===== config.mk =====
export PLATFORM = sky130hd
export DESIGN_NAME = sha3_padder
export DESIGN_NICKNAME = d
export VERILOG_FILES = /design/src/rtl/sha3_pkg.sv /design/src/rtl/sha3_pad_word.sv /design/src/rtl/sha3_padder.sv
export SDC_FILE = /design/constraint.sdc
export NUM_CORES = 1
export LEC_CHECK = 0
export ABC_AREA = 1
export BUFFER_PORTS_ARGS = -buffer_cell sky130_fd_sc_hd__buf_4
export CAP_MARGIN = 25
export CORE_AREA = 3 3 449 451
export DETAILED_ROUTE_END_ITERATION = 6
export DIE_AREA = 0 0 452 454
export MAX_ROUTING_LAYER = met4
export PLACE_DENSITY = 0.5
export SLEW_MARGIN = 20
export SYNTH_ARGS = -nofsm -noshare
export SYNTH_HDL_FRONTEND = slang
export SYNTH_HIERARCHICAL = 1
export SYNTH_SLANG_ARGS = --single-unit

===== constraint.sdc =====
create_clock -name clk -period 3.15 [get_ports clk]
set_clock_uncertainty 0.05 [all_clocks]
set_input_delay 0.315 -clock clk [delete_from_list [all_inputs] [get_ports clk]]
set_output_delay 0.315 -clock clk [all_outputs]
set_load 0.01 [all_outputs]

===== src/rtl/sha3_pkg.sv =====
// Constants and FSM encoding shared by the SHA3 rate-block padder and the SHA3 core top.
package sha3_pkg;

  localparam int RATE_BYTES = 136;
  localparam int RATE_BITS  = RATE_BYTES * 8;

  localparam logic [7:0] SHA3_PAD_FIRST = 8'h06;
  localparam logic [7:0] SHA3_PAD_LAST  = 8'h80;

  typedef enum logic [1:0] {
    FILL = 2'd0,
    SEND = 2'd1,
    PADX = 2'd2
  } pad_state_e;

endpackage


===== src/rtl/sha3_pad_word.sv =====
// Combinational masking/padding of one input word destined for rate-block slot `slot`.
module sha3_pad_word
  import sha3_pkg::*;
#(
  parameter int RATE_BYTES = sha3_pkg::RATE_BYTES,
  parameter int DATA_BYTES = 8,
  parameter int SLOT_W     = $clog2(RATE_BYTES / DATA_BYTES)
) (
  input  logic [DATA_BYTES*8-1:0] word,
  input  logic [3:0]              n_bytes,
  input  logic [SLOT_W-1:0]       slot,
  input  logic                    last,
  output logic [DATA_BYTES*8-1:0] slot_val,
  output logic                    pad_next,
  output logic [7:0]              last_or
);

  localparam int DW = DATA_BYTES * 8;
  localparam int PW = $clog2(RATE_BYTES + DATA_BYTES + 1);

  logic [PW-1:0] pad_pos;

  always_comb begin
    slot_val = word;
    pad_next = 1'b0;
    last_or  = 8'h00;
    pad_pos  = PW'(slot) * PW'(DATA_BYTES) + PW'(n_bytes);
    if (last) begin
      for (int b = 0; b < DATA_BYTES; b++) begin
        if (b >= int'(n_bytes)) slot_val[DW-1-8*b -: 8] = 8'h00;
        if (b == int'(n_bytes)) slot_val[DW-1-8*b -: 8] = SHA3_PAD_FIRST;
      end
      // A full last word below the final slot pushes 0x06 into the next slot.
      if (pad_pos <= PW'(RATE_BYTES - 1)) begin
        last_or  = SHA3_PAD_LAST;
        pad_next = (int'(n_bytes) == DATA_BYTES);
      end
    end
  end

endmodule


===== src/rtl/sha3_padder.sv =====
// Gathers 64-bit message words into SHA3 rate blocks with 0x06..0x80 padding.
// Optional byte-length output enabled by defining SHA3_PAD_MSGLEN_EN.
//
// state | meaning
// FILL  | accepting words into slot wcnt
// SEND  | block held on blk until blk_ready
// PADX  | build the padding-only block after a rate-aligned message
module sha3_padder
  import sha3_pkg::*;
#(
  parameter int RATE_BYTES = sha3_pkg::RATE_BYTES,
  parameter int DATA_BYTES = 8
) (
  input  logic                    clk,
  input  logic                    rst_n,
  input  logic [DATA_BYTES*8-1:0] din,
  input  logic [3:0]              din_bytes,
  input  logic                    din_last,
  input  logic                    din_valid,
  output logic                    din_ready,
  output logic [RATE_BYTES*8-1:0] blk,
  output logic                    blk_more,
  output logic                    blk_valid,
`ifdef SHA3_PAD_MSGLEN_EN
  output logic [63:0]             msg_len,
`endif
  input  logic                    blk_ready
);

  localparam int DW        = DATA_BYTES * 8;
  localparam int NUM_SLOTS = RATE_BYTES / DATA_BYTES;
  localparam int SLOT_W    = $clog2(NUM_SLOTS);
  localparam logic [SLOT_W-1:0] LAST_SLOT = SLOT_W'(NUM_SLOTS - 1);

  pad_state_e state_q, state_d;
  // Element NUM_SLOTS-1 holds message slot 0 so the packed array maps straight onto blk.
  logic [NUM_SLOTS-1:0][DW-1:0] buf_q, buf_d;
  logic [SLOT_W-1:0] wcnt_q, wcnt_d;
  logic              more_q, more_d;
  logic              pend_q, pend_d;

  logic [SLOT_W-1:0] slot_idx;
  logic [3:0]        n_eff;
  logic [DW-1:0]     slot_val;
  logic              pad_next;
  logic [7:0]        last_or;
  logic              accept;

  assign n_eff    = !din_last ? 4'(DATA_BYTES) :
                    (din_bytes > 4'(DATA_BYTES)) ? 4'(DATA_BYTES) : din_bytes;
  assign slot_idx = LAST_SLOT - wcnt_q;
  assign accept   = (state_q == FILL) && din_valid;

  sha3_pad_word #(
    .RATE_BYTES(RATE_BYTES),
    .DATA_BYTES(DATA_BYTES),
    .SLOT_W    (SLOT_W)
  ) u_pad_word (
    .word    (din),
    .n_bytes (n_eff),
    .slot    (wcnt_q),
    .last    (din_last),
    .slot_val(slot_val),
    .pad_next(pad_next),
    .last_or (last_or)
  );

  always_comb begin
    state_d   = state_q;
    buf_d     = buf_q;
    wcnt_d    = wcnt_q;
    more_d    = more_q;
    pend_d    = pend_q;
    din_ready = 1'b0;
    blk_valid = 1'b0;
    case (state_q)
      FILL: begin
        din_ready = 1'b1;
        if (din_valid) begin
          buf_d[slot_idx] = slot_val;
          if (din_last) begin
            buf_d[0][7:0] = buf_d[0][7:0] | last_or;
            if (pad_next) buf_d[slot_idx - 1'b1][DW-1 -: 8] = SHA3_PAD_FIRST;
            // No 0x80 term means the message filled the block exactly.
            more_d  = (last_or == 8'h00);
            pend_d  = (last_or == 8'h00);
            state_d = SEND;
          end else if (wcnt_q == LAST_SLOT) begin
            more_d  = 1'b1;
            state_d = SEND;
          end else begin
            wcnt_d = wcnt_q + 1'b1;
          end
        end
      end
      SEND: begin
        blk_valid = 1'b1;
        if (blk_ready) begin
          buf_d   = '0;
          wcnt_d  = '0;
          state_d = pend_q ? PADX : FILL;
        end
      end
      PADX: begin
        buf_d                       = '0;
        buf_d[NUM_SLOTS-1][DW-1 -: 8] = SHA3_PAD_FIRST;
        buf_d[0][7:0]               = SHA3_PAD_LAST;
        more_d                      = 1'b0;
        pend_d                      = 1'b0;
        state_d                     = SEND;
      end
      default: begin
        state_d = FILL;
      end
    endcase
  end

  always_ff @(posedge clk or negedge rst_n) begin
    if (!rst_n) begin
      state_q <= FILL;
      buf_q   <= '0;
      wcnt_q  <= '0;
      more_q  <= 1'b0;
      pend_q  <= 1'b0;
    end else begin
      state_q <= state_d;
      buf_q   <= buf_d;
      wcnt_q  <= wcnt_d;
      more_q  <= more_d;
      pend_q  <= pend_d;
    end
  end

  assign blk      = buf_q;
  assign blk_more = more_q;

`ifdef SHA3_PAD_MSGLEN_EN
  logic [63:0] len_q, len_d;

  always_comb begin
    len_d = len_q;
    if ((state_q == SEND) && blk_ready && !more_q) len_d = '0;
    else if (accept) len_d = len_q + 64'(n_eff);
  end

  always_ff @(posedge clk or negedge rst_n) begin
    if (!rst_n) len_q <= '0;
    else        len_q <= len_d;
  end

  assign msg_len = len_q;
`else
  logic unused_accept;
  assign unused_accept = accept;
`endif

endmodule


======== After elaboration in Yosys (flattened, before gate mapping) ========
Index checks and enable logic that the tools add are counted.
word-level totals
  flip-flop bits (word level) ............. 1,097
  input port bits ......................... 73
  output and inout bits ................... 1,091
  word-level logic and storage cells ...... 124
cells by class
  add/subtract/negate cells ............... 4
  magnitude comparators ................... 14
  eq/ne operators ......................... 17
  multiplexer cells ....................... 54
  bitwise operators ....................... 1
  reductions and logical operators ........ 13
operator list
  operator                                                                count
  1088-bit two-way mux                                                    4
  1088-bit one-hot mux with 3 select lines                                1
  1088-bit bitwise mux                                                    2
  64-bit demux with 5-bit select                                          2
  64-bit two-way mux                                                      3
  8-bit two-way mux                                                       18
  5-bit two-way mux                                                       4
  4-bit equality test (first input constant)                              4
  3-bit by 4-bit >= comparator with 1-bit output (first input constant)   4
  5-bit by 6-bit < comparator with 1-bit output (second input constant)   2
  3-bit AND reduction                                                     4
  5-bit by 1-bit >= comparator with 1-bit output (second input constant)  2
  2-bit two-way mux                                                       5
  2-bit != test (second input constant)                                   5
  5-bit one-hot mux with 2 select lines                                   1
  1-bit two-way mux                                                       9
  8-bit by 4-bit adder with 8-bit output                                  1
  3-bit by 4-bit equality test with 1-bit output (first input constant)   2
  1-bit by 4-bit >= comparator with 1-bit output (first input constant)   2
  2-bit by 4-bit >= comparator with 1-bit output (first input constant)   2
  8-bit <= comparator (second input constant)                             1
  8-bit zero test                                                         1
  4-bit two-way mux                                                       2
  8-bit bitwise OR                                                        1
  18 further kinds                                                        21

======== Logic depth before layout (Yosys ltp) ========
Gate-level depths: netlist (run 1).
  depth in word-level cells ............... 14
  mapped depth ............................ 17
  depth with buffers taken out ............ 17

======== Hierarchy ========
Netlist (run 1), hierarchy kept.
by module, submodules not included
  module         instances  cells each  area an instance (um2)  seq. area each (um2)
  sha3_padder    1          4,949       44,929.3                27,451.3
  sha3_pad_word  1          180         840.8                   0.0

======== Worst setup path after synthesis (run 1) ========
Ideal clock, no wire load.
  path type ............................... register to register
  start point ............................. register wcnt_q[1]
  end point ............................... register buf_q, in the netlist blk[570]
  library setup time ...................... 117 ps
  arrival ................................. 2,552 ps
  required time ........................... 2,983 ps
  slack ................................... 431 ps
  stages on the path, launching flop included .. 16
  buffers on the path ..................... 2
  period minus slack after synthesis ...... 2,719 ps
  cells stage by stage .................... dfrtp_1 > inv_1 > ha_1 > nand2_1 > nor2_1 > ha_1 > clkinv_1 > nand3_1 > nor2_1 > inv_1 > nor2_2 > buf_2 > buf_2 > inv_1 > nand3_1 > nand2_1
between the ends
  cells in the longest elaborated chain, start to end .. 11
  elaborated cells on any way between the ends .. 22
  classes of those cells .................. add/sub: 3; order compare: 5; mux: 12; reduce/logical: 2
RTL lines
  item                                                                                               RTL line                              source
  start: declaration                                                                                 sha3_padder.sv:38                     logic [SLOT_W-1:0] wcnt_q, wcnt_d;
  start signal: assignment                                                                           sha3_padder.sv:128                    wcnt_q <= wcnt_d;
  5-bit subtractor                                                                                   sha3_padder.sv:51                     assign slot_idx = LAST_SLOT - wcnt_q;
  5-bit by 1-bit subtractor with 5-bit output (tied with other cells)                                sha3_padder.sv:83                     if (pad_next) buf_d[slot_idx - 1'b1][DW-1 -: 8] = SHA3_PAD_FIRST;
  5-bit by 6-bit < comparator with 1-bit output (not written as such) (tied with other cells)        sha3_padder.sv:83
  1-bit logical AND (not written as such) / 64-bit two-way mux (equally long branches)               sha3_padder.sv:83, sha3_padder.sv:80
  64-bit two-way mux (not written as such) / 64-bit demux with 5-bit select (equally long branches)  sha3_padder.sv:83, sha3_padder.sv:80
  64-bit demux with 5-bit select / 1088-bit bitwise mux (equally long branches)                      sha3_padder.sv:83, sha3_padder.sv:80
  1088-bit bitwise mux                                                                               sha3_padder.sv:83
  1088-bit two-way mux                                                                               sha3_padder.sv:83
  1088-bit two-way mux (*)                                                                           sha3_padder.sv:81                     if (din_last) begin
  1088-bit two-way mux (*)                                                                           sha3_padder.sv:79                     if (din_valid) begin
  1088-bit one-hot mux with 3 select lines (*)                                                       sha3_padder.sv:76                     case (state_q)
  end signal: assignment                                                                             sha3_padder.sv:127                    buf_q <= buf_d;
  end: declaration                                                                                   sha3_padder.sv:37                     logic [NUM_SLOTS-1:0][DW-1:0] buf_q, buf_d;
Mark *: on every way between the ends. The rest lies on a longest branch, timed or not. The select of a mux whose other input is x is not followed.
A chain may end at the register's enable or synchronous reset.

======== Final worst setup path (run 1) ========
  start point ............................. register wcnt_q[1]
  end point ............................... register buf_q, in the netlist blk[475]
between the ends
  cells in the longest elaborated chain, start to end .. 11
  elaborated cells on any way between the ends .. 18
  classes of those cells .................. add/sub: 3; order compare: 3; mux: 11; reduce/logical: 1
RTL lines
  item                                                                                                                                          RTL line           source
  5-bit subtractor                                                                                                                              sha3_padder.sv:51
  5-bit by 6-bit < comparator with 1-bit output (not written as such) / 5-bit by 1-bit >= comparator with 1-bit output (equally long branches)  sha3_padder.sv:80  buf_d[slot_idx] = slot_val;
  1-bit logical AND (not written as such)                                                                                                       sha3_padder.sv:80
  64-bit two-way mux (not written as such)                                                                                                      sha3_padder.sv:80
  64-bit demux with 5-bit select                                                                                                                sha3_padder.sv:80
  1088-bit bitwise mux                                                                                                                          sha3_padder.sv:80
  1088-bit bitwise mux                                                                                                                          sha3_padder.sv:83
  1088-bit two-way mux                                                                                                                          sha3_padder.sv:83
  1088-bit two-way mux (*)                                                                                                                      sha3_padder.sv:81
  1088-bit two-way mux (*)                                                                                                                      sha3_padder.sv:79
  1088-bit one-hot mux with 3 select lines (*)                                                                                                  sha3_padder.sv:76
Marked as above.

==> flow_summary.yaml, run 1 <==
logic_synthesis:
  synthCells: 5129
  synth.most_common_cell: "dfrtp_1"
  yosysTopAreaCell: "dfrtp_1"
  seq_area_frac_synth_pct: 60.0
  synth_top_cell_area_share_pct: 60.0
  ys_ff_latch: 1097
  async_reset_ff_share_pct: 100
  synth_edf_count: 0
  synth_ff_type: "dfrtp_1"
  synth_area_per_cell_um2: 8.92
  ys_top_cells_by_count: "dfrtp_1 (1097), o21ai_0 (984), nor2_1 (760)"
  syn_area_um2: 45800
  synth.top_cells.by_area: "dfrtp_1 (60%), o21ai_0 (11%), a21oi_1 (6.8%)"
  yosys_warnings: 6
  synthDistinctLibCells: 38
setup_path:
  cpPeakStageDelay_ns: 0.37
  crit_buf_inv: 5
  reg2regPathDepth: 15
  cp-startpoint: "wcnt_q[1]"
  crit_chain: "inv_1, ha_1, nand2_1, nor2_1, ha_1, clkinv_1, nand2_4, nor2_8, nand2_4, nor2_4, buf_12, inv_2, buf_12, nor2_2, nor2_1"
  r2r_slack_ns: 0.18
  critical_path_required_ns: 3.73
  start_kind: "flop"
  reg2reg_from: "wcnt_q[1]"
  cp_slowest_cell: "dfrtp_1"
  crit_cells: 15
  cpLargestDelayFamily: "simple AND/OR/NAND/NOR gates"
  end_kind: "flop"
  critPathArrivalTime_ns: 3.56
  path_max_fanout: 56
  critPathKind: "reg -> reg"
worst_hold_path:
  hp-class: "in -> reg"
  worstHoldStart: "din[21]"
  hold_depth: 5
routing:
  vias: 43100
  vias_per_cell: 4.74
  route.detailed.drc: 0
  post_drt_wl_per_cell_um: 26.2
  wl_um: 238000
  firstDrtPassIters: 7
  dr.first_iter.drc_count: 4147
  drt.antenna.violating_nets: 0
placed_design:
  gp_congestion: 0.884
  post-dp-hpwl_um: 171000
  placed_area_um2: 59300
  numPortBuffers: 1163
floorplan:
  io_pins: 1164
  core_um2: 198000
  start_util_pct: 23.2
  die_y_um: 454
  fp-row-count: 163
  die_x_um: 452
  die-area_um2: 205000
power:
  p_leak_nw: 34.1
  clockPowerShare_pct: 24.8
  power.internal_mw: 38.3
  power_density_nw_per_um2: 996
  max-vdd-ir-drop_v: 0.000464
  seq_power_share_pct: 34.3
  switchingPower_mw: 25.7
  combPwrFrac_pct: 40.9
  switching_share_pct: 40.2
cts:
  cts_max_level: 4
  cts_sinks: 1097
  root_buffer: "clkbuf_16"
  clock_latency_ns: 0.77
  cts_tree: "yes"
  clkTransAtPathRegs_ns: 0.06
  cts_buffers: 133
  cts_max_path_buffers: 3
sta:
  fmaxAchievable_mhz: 337
  finalSetupTns_ns: 0
  finalCritPeriodShare_pct: 94.3
  period_needed_ns: 2.97
  finalMaxSlewViolations: 0
  hold_viol_final: 0
  holdWs_ns: 0.0489
  slew_headroom_pct: 19.3
  worstMarginPinSlew_ns: 1.21
  setup_viol: 0
final_layout:
  area_growth_pct: 40.5
  drive_above_1_share_pct: 27.4
  finalNetCount: 6432
  fillers: 20500
  final_area_um2: 64300
grt:
  grt_pass1_wl_um: 328000
  grt_max_degree: 123
  overflow: 0
  grt_pass1_vias: 41800
  track_usage_pct: 22.9
  antenna_found_initial: 6
flow_run:
  drv_cap: 0
status:
  status: "finished, final reports clean"
worst paths after layout:
path / to
setup / recovery: blk[475]
hold / removal: blk[405]
setup reg to reg: blk[475]
hold reg to reg: pend_q
max in group asynchronous: blk[919]
min in group asynchronous: blk[136]
layer usage:
metal	track usage [%]	wire length (um)
met4	10.1	11600
met2	37.7	118000
met1	26.8	92400
met5	-	0
met3	5.27	16900
area by class of cell:
class	count	area (um^2)	share of cell area, %
inverters	329	1250	1.94
flip-flops and latches	1097	27500	42.7
repair buffers	1507	12500	19.4
clock buffers	184	3790	5.90
clock inverters	52	677	1.05
well taps	2640	3300	5.14
diodes	4	10.0	0.0156
multi-input cells	3277	15300	23.8
cells in the final DEF (no fill, tap or decap), drive strengths merged:
master / count
nor3b: 2
nand3: 105
nand2: 613
dlygate4sd3: 22
o32ai: 1
clkinvlp: 4
bufinv: 9
conb: 7
nand3b: 42
or2: 4
dfrtp: 1097
o21ai: 1027
clkinv: 33
nor3: 4
nand4: 18
buf: 1483
inv: 335
ha: 14
diode: 4
nor2: 779
o31ai: 1
a21oi: 622
clkbuf: 186
nor4: 2
o21bai: 36
through the flow:
stage / setup slack (ns) / util, % / std cells / power, mW
global route: -0.00305 / 32.5 / 9089 / 67.5
CTS: 0.00816 / 32.4 / 9068 / 64.2
finish: 0.179 / 32.5 / 9090 / 64.0
global placement: -0.00544 / 30.0 / 8809 / 47.7
detailed placement: -0.000951 / 30.0 / 8811 / 47.9
floorplan: 0.431 / - / 5135 / 32.8
cell families (layout without fill, tap and decap cells):
kind of cell,Yosys count,count (layout),synth area share (%)
adder cells (fa/ha/maj),14,14,0.383
AO/OA/AOI/OAI,1687,1687,18.7
other,1,11,0.00819
buffers and inverters,761,2072,6.88
AND/OR/NAND/NOR,1569,1569,14.1
flip-flops,1097,1097,60.0
timing repair:
item                                   in CTS  in global routing
gates resized for setup                     1                  8
setup endpoints to repair                   1                145
cloned                                      0                  2
pin swaps                                   0                  5
buffers inserted                            0                 13
hold buffers                               21                  1
endpoints found under the hold margin      84                  2
tightest hold or removal path: stages:
cell and delay, ns:
buf_4 0.12, inv_1 0.07, nor2_2 0.14, nor2_1 0.13, nor2_1 0.05
power groups by stage:
stage          clock network (mW)  logic (mW)  registers, mW
6_report                     15.9        26.2           21.9
5_1_grt                      16.8        28.3           22.3
4_1_cts                      16.2        26.1           21.9
3_5_place_dp                    0        26.0           21.9
3_3_place_gp                    0        25.8           21.9
2_1_floorplan                   0        9.61           23.2
state kept, by name, indices dropped and copies added (netlist names):
register	flops
blk_more	1
blk	1088
wcnt_q	5
pend_q	1
state_q	2
(Power assumes the default switching activity.)
==> run 2: changes to the inputs <==
==> constraint.sdc (replaced) <==
create_clock -name clk -period 3.8 [get_ports clk]
set_clock_uncertainty 0.05 [all_clocks]
set_input_delay 0.38 -clock clk [delete_from_list [all_inputs] [get_ports clk]]
set_output_delay 0.38 -clock clk [all_outputs]
set_load 0.01 [all_outputs]
==> flow_summary.yaml, run 2 (synthesized netlist as in run 1, its figures left out) <==
status:
  status: "finished, final reports clean"
setup_path:
  critPathKind: "reg -> reg"
  cpPeakStageDelay_ns: 0.52
  crit_chain: "inv_1, ha_1, nand2_1, nor2_1, ha_1, clkinv_1, nand2_4, nor2_8, nand2_4, nor2_4, inv_2, buf_12, nor2_1, nor2_1"
  critPathArrivalTime_ns: 4.16
  cp_slowest_cell: "inv_2"
  path_common_cell: "nor2_1"
  end_kind: "flop"
  crit_buf_inv: 4
  cpLargestDelayFamily: "buffers and inverters"
  start_kind: "flop"
  critical_path_required_ns: 4.43
  r2r_slack_ns: 0.27
  path_max_fanout: 19
grt:
  grt_max_degree: 160
  overflow: 0
  antenna_found_initial: 5
  grt_pass1_wl_um: 326000
  grt_pass1_vias: 41100
  track_usage_pct: 22.7
final_layout:
  drive_above_1_share_pct: 26.7
  final_cell_mix: "buf_4 (1381), dfrtp_1 (1096), o21ai_0 (984), nor2_1 (749), a21oi_1 (618)"
  fin_cells: 9017
  fillers: 20500
  largest_register_ffs: 1088
  utilization_pct: 32.0
  area_growth_pct: 38.0
  finalNetCount: 6365
  layout_commonest_cell: "buf_4"
  final_area_um2: 63200
cts:
  cts_tree: "yes"
  root_buffer: "clkbuf_16"
  cts_sinks: 1097
  clock_latency_ns: 0.82
  cts_buffers: 132
  cts_max_path_buffers: 3
  cts_max_level: 4
  clkTransAtPathRegs_ns: 0.06
sta:
  slew_headroom_pct: 23.7
  setup_ws_ns: 0.268
  hold_viol_final: 0
  finalCritPeriodShare_pct: 93.0
  setup_viol: 0
  rsz0062_at_grt: "no"
  finalSetupTns_ns: 0
  finalMaxSlewViolations: 0
  worstMarginPinSlew_ns: 1.14
  holdWs_ns: 0.0867
  period_needed_ns: 3.53
  fmaxAchievable_mhz: 283
routing:
  post_drt_wl_per_cell_um: 26.0
  wl_um: 235000
  vias: 42600
  vias_per_cell: 4.72
  drt.antenna.violating_nets: 0
  dr.first_iter.drc_count: 4384
  firstDrtPassIters: 6
  route.detailed.drc: 0
placed_design:
  place_ws_ns: 0.224
  numPortBuffers: 1163
  placed_cells_incl_taps: 8774
  post-dp-hpwl_um: 169000
  placed_area_um2: 58700
  gp_congestion: 0.882
worst_hold_path:
  hp-class: "in -> reg"
power:
  p_leak_nw: 33.5
  clockPowerShare_pct: 24.6
  switchingPower_mw: 21.1
  seq_power_share_pct: 34.6
  p_total_mw: 52.0
  max-vdd-ir-drop_v: 0.000438
  power_density_nw_per_um2: 823
  switching_share_pct: 40.6
  power.internal_mw: 30.9
  combPwrFrac_pct: 40.8
flow_run:
  drv_cap: 0
floorplan:
  core_um2: 198000
  io_pins: 1164
  die-area_um2: 205000
  fp-row-count: 163
  die_x_um: 452
  die_y_um: 454
  start_util_pct: 23.2
==> run 2: cell types whose count changed in the layout (fill, tap and decap cells not counted), moves of 5 or more <==
cell / before / now
buf_4: 1395 / 1381
clkinv_4: 5 / 0
dlygate4sd3_1: 22 / 8
clkinv_2: 21 / 15
buf_12: 83 / 49
clkbuf_16: 138 / 133
bufinv_16: 9 / 4
==> run 2: power by group through the flow <==
stage                     clock network [mW]  logic, mW  registers (mW)
after floorplan                            0       7.97            19.2
after global placement                     0       21.2            18.0
after detailed placement                   0       21.4            18.0
after CTS                               13.1       21.4            17.9
after global routing                    13.5       23.0            18.4
final                                   12.8       21.2            18.0
==> run 2: path summary, 6_finish.rpt <==
check	startpoint	cells after the start	to
setup / recovery	wcnt_q[1]	14	blk[364]
hold / removal	din[52]	6	blk[372]
setup reg to reg	wcnt_q[1]	14	blk[364]
hold reg to reg	blk[699]	2	blk[699]
max in group asynchronous	rst_n	3	blk[359]
min in group asynchronous	rst_n	2	blk[253]
==> run 2: cell type report <==
class	instances	area, um^2	area share (%)
timing repair buffer	1441	11500	18.2
clock inverter	38	553	0.876
antenna	6	15.0	0.0238
sequential	1097	27500	43.5
multi-input combinational	3277	15300	24.3
tap	2640	3300	5.23
clock buffer	189	3790	6.00
inverter	329	1250	1.98
==> run 2: layer usage <==
metal | vias up | track usage, % | wire, um
li1 | 19100 | - | -
met1 | 21300 | 26.8 | 91800
met2 | 1756 | 37.5 | 117000
met3 | 372 | 5.03 | 16000
met4 | 0 | 9.37 | 10100
met5 | - | - | 0
==> run 2: worst reg2reg max path, stage by stage (launching register included) <==
cell      delay, ns
dfrtp_2        0.46
inv_1          0.14
ha_1           0.27
nand2_1        0.16
nor2_1         0.07
ha_1           0.35
clkinv_1       0.31
nand2_4        0.28
nor2_8         0.09
nand2_4        0.16
nor2_4         0.07
inv_2          0.52
buf_12         0.27
nor2_1         0.05
nor2_1         0.15
==> run 2: what timing repair did <==
item | CTS | global route
hold endpoints to repair | 66 | 0
hold buffers | 8 | 0
setup endpoints to repair | 0 | 141
buffers inserted | 0 | 1
gates resized for setup | 0 | 3
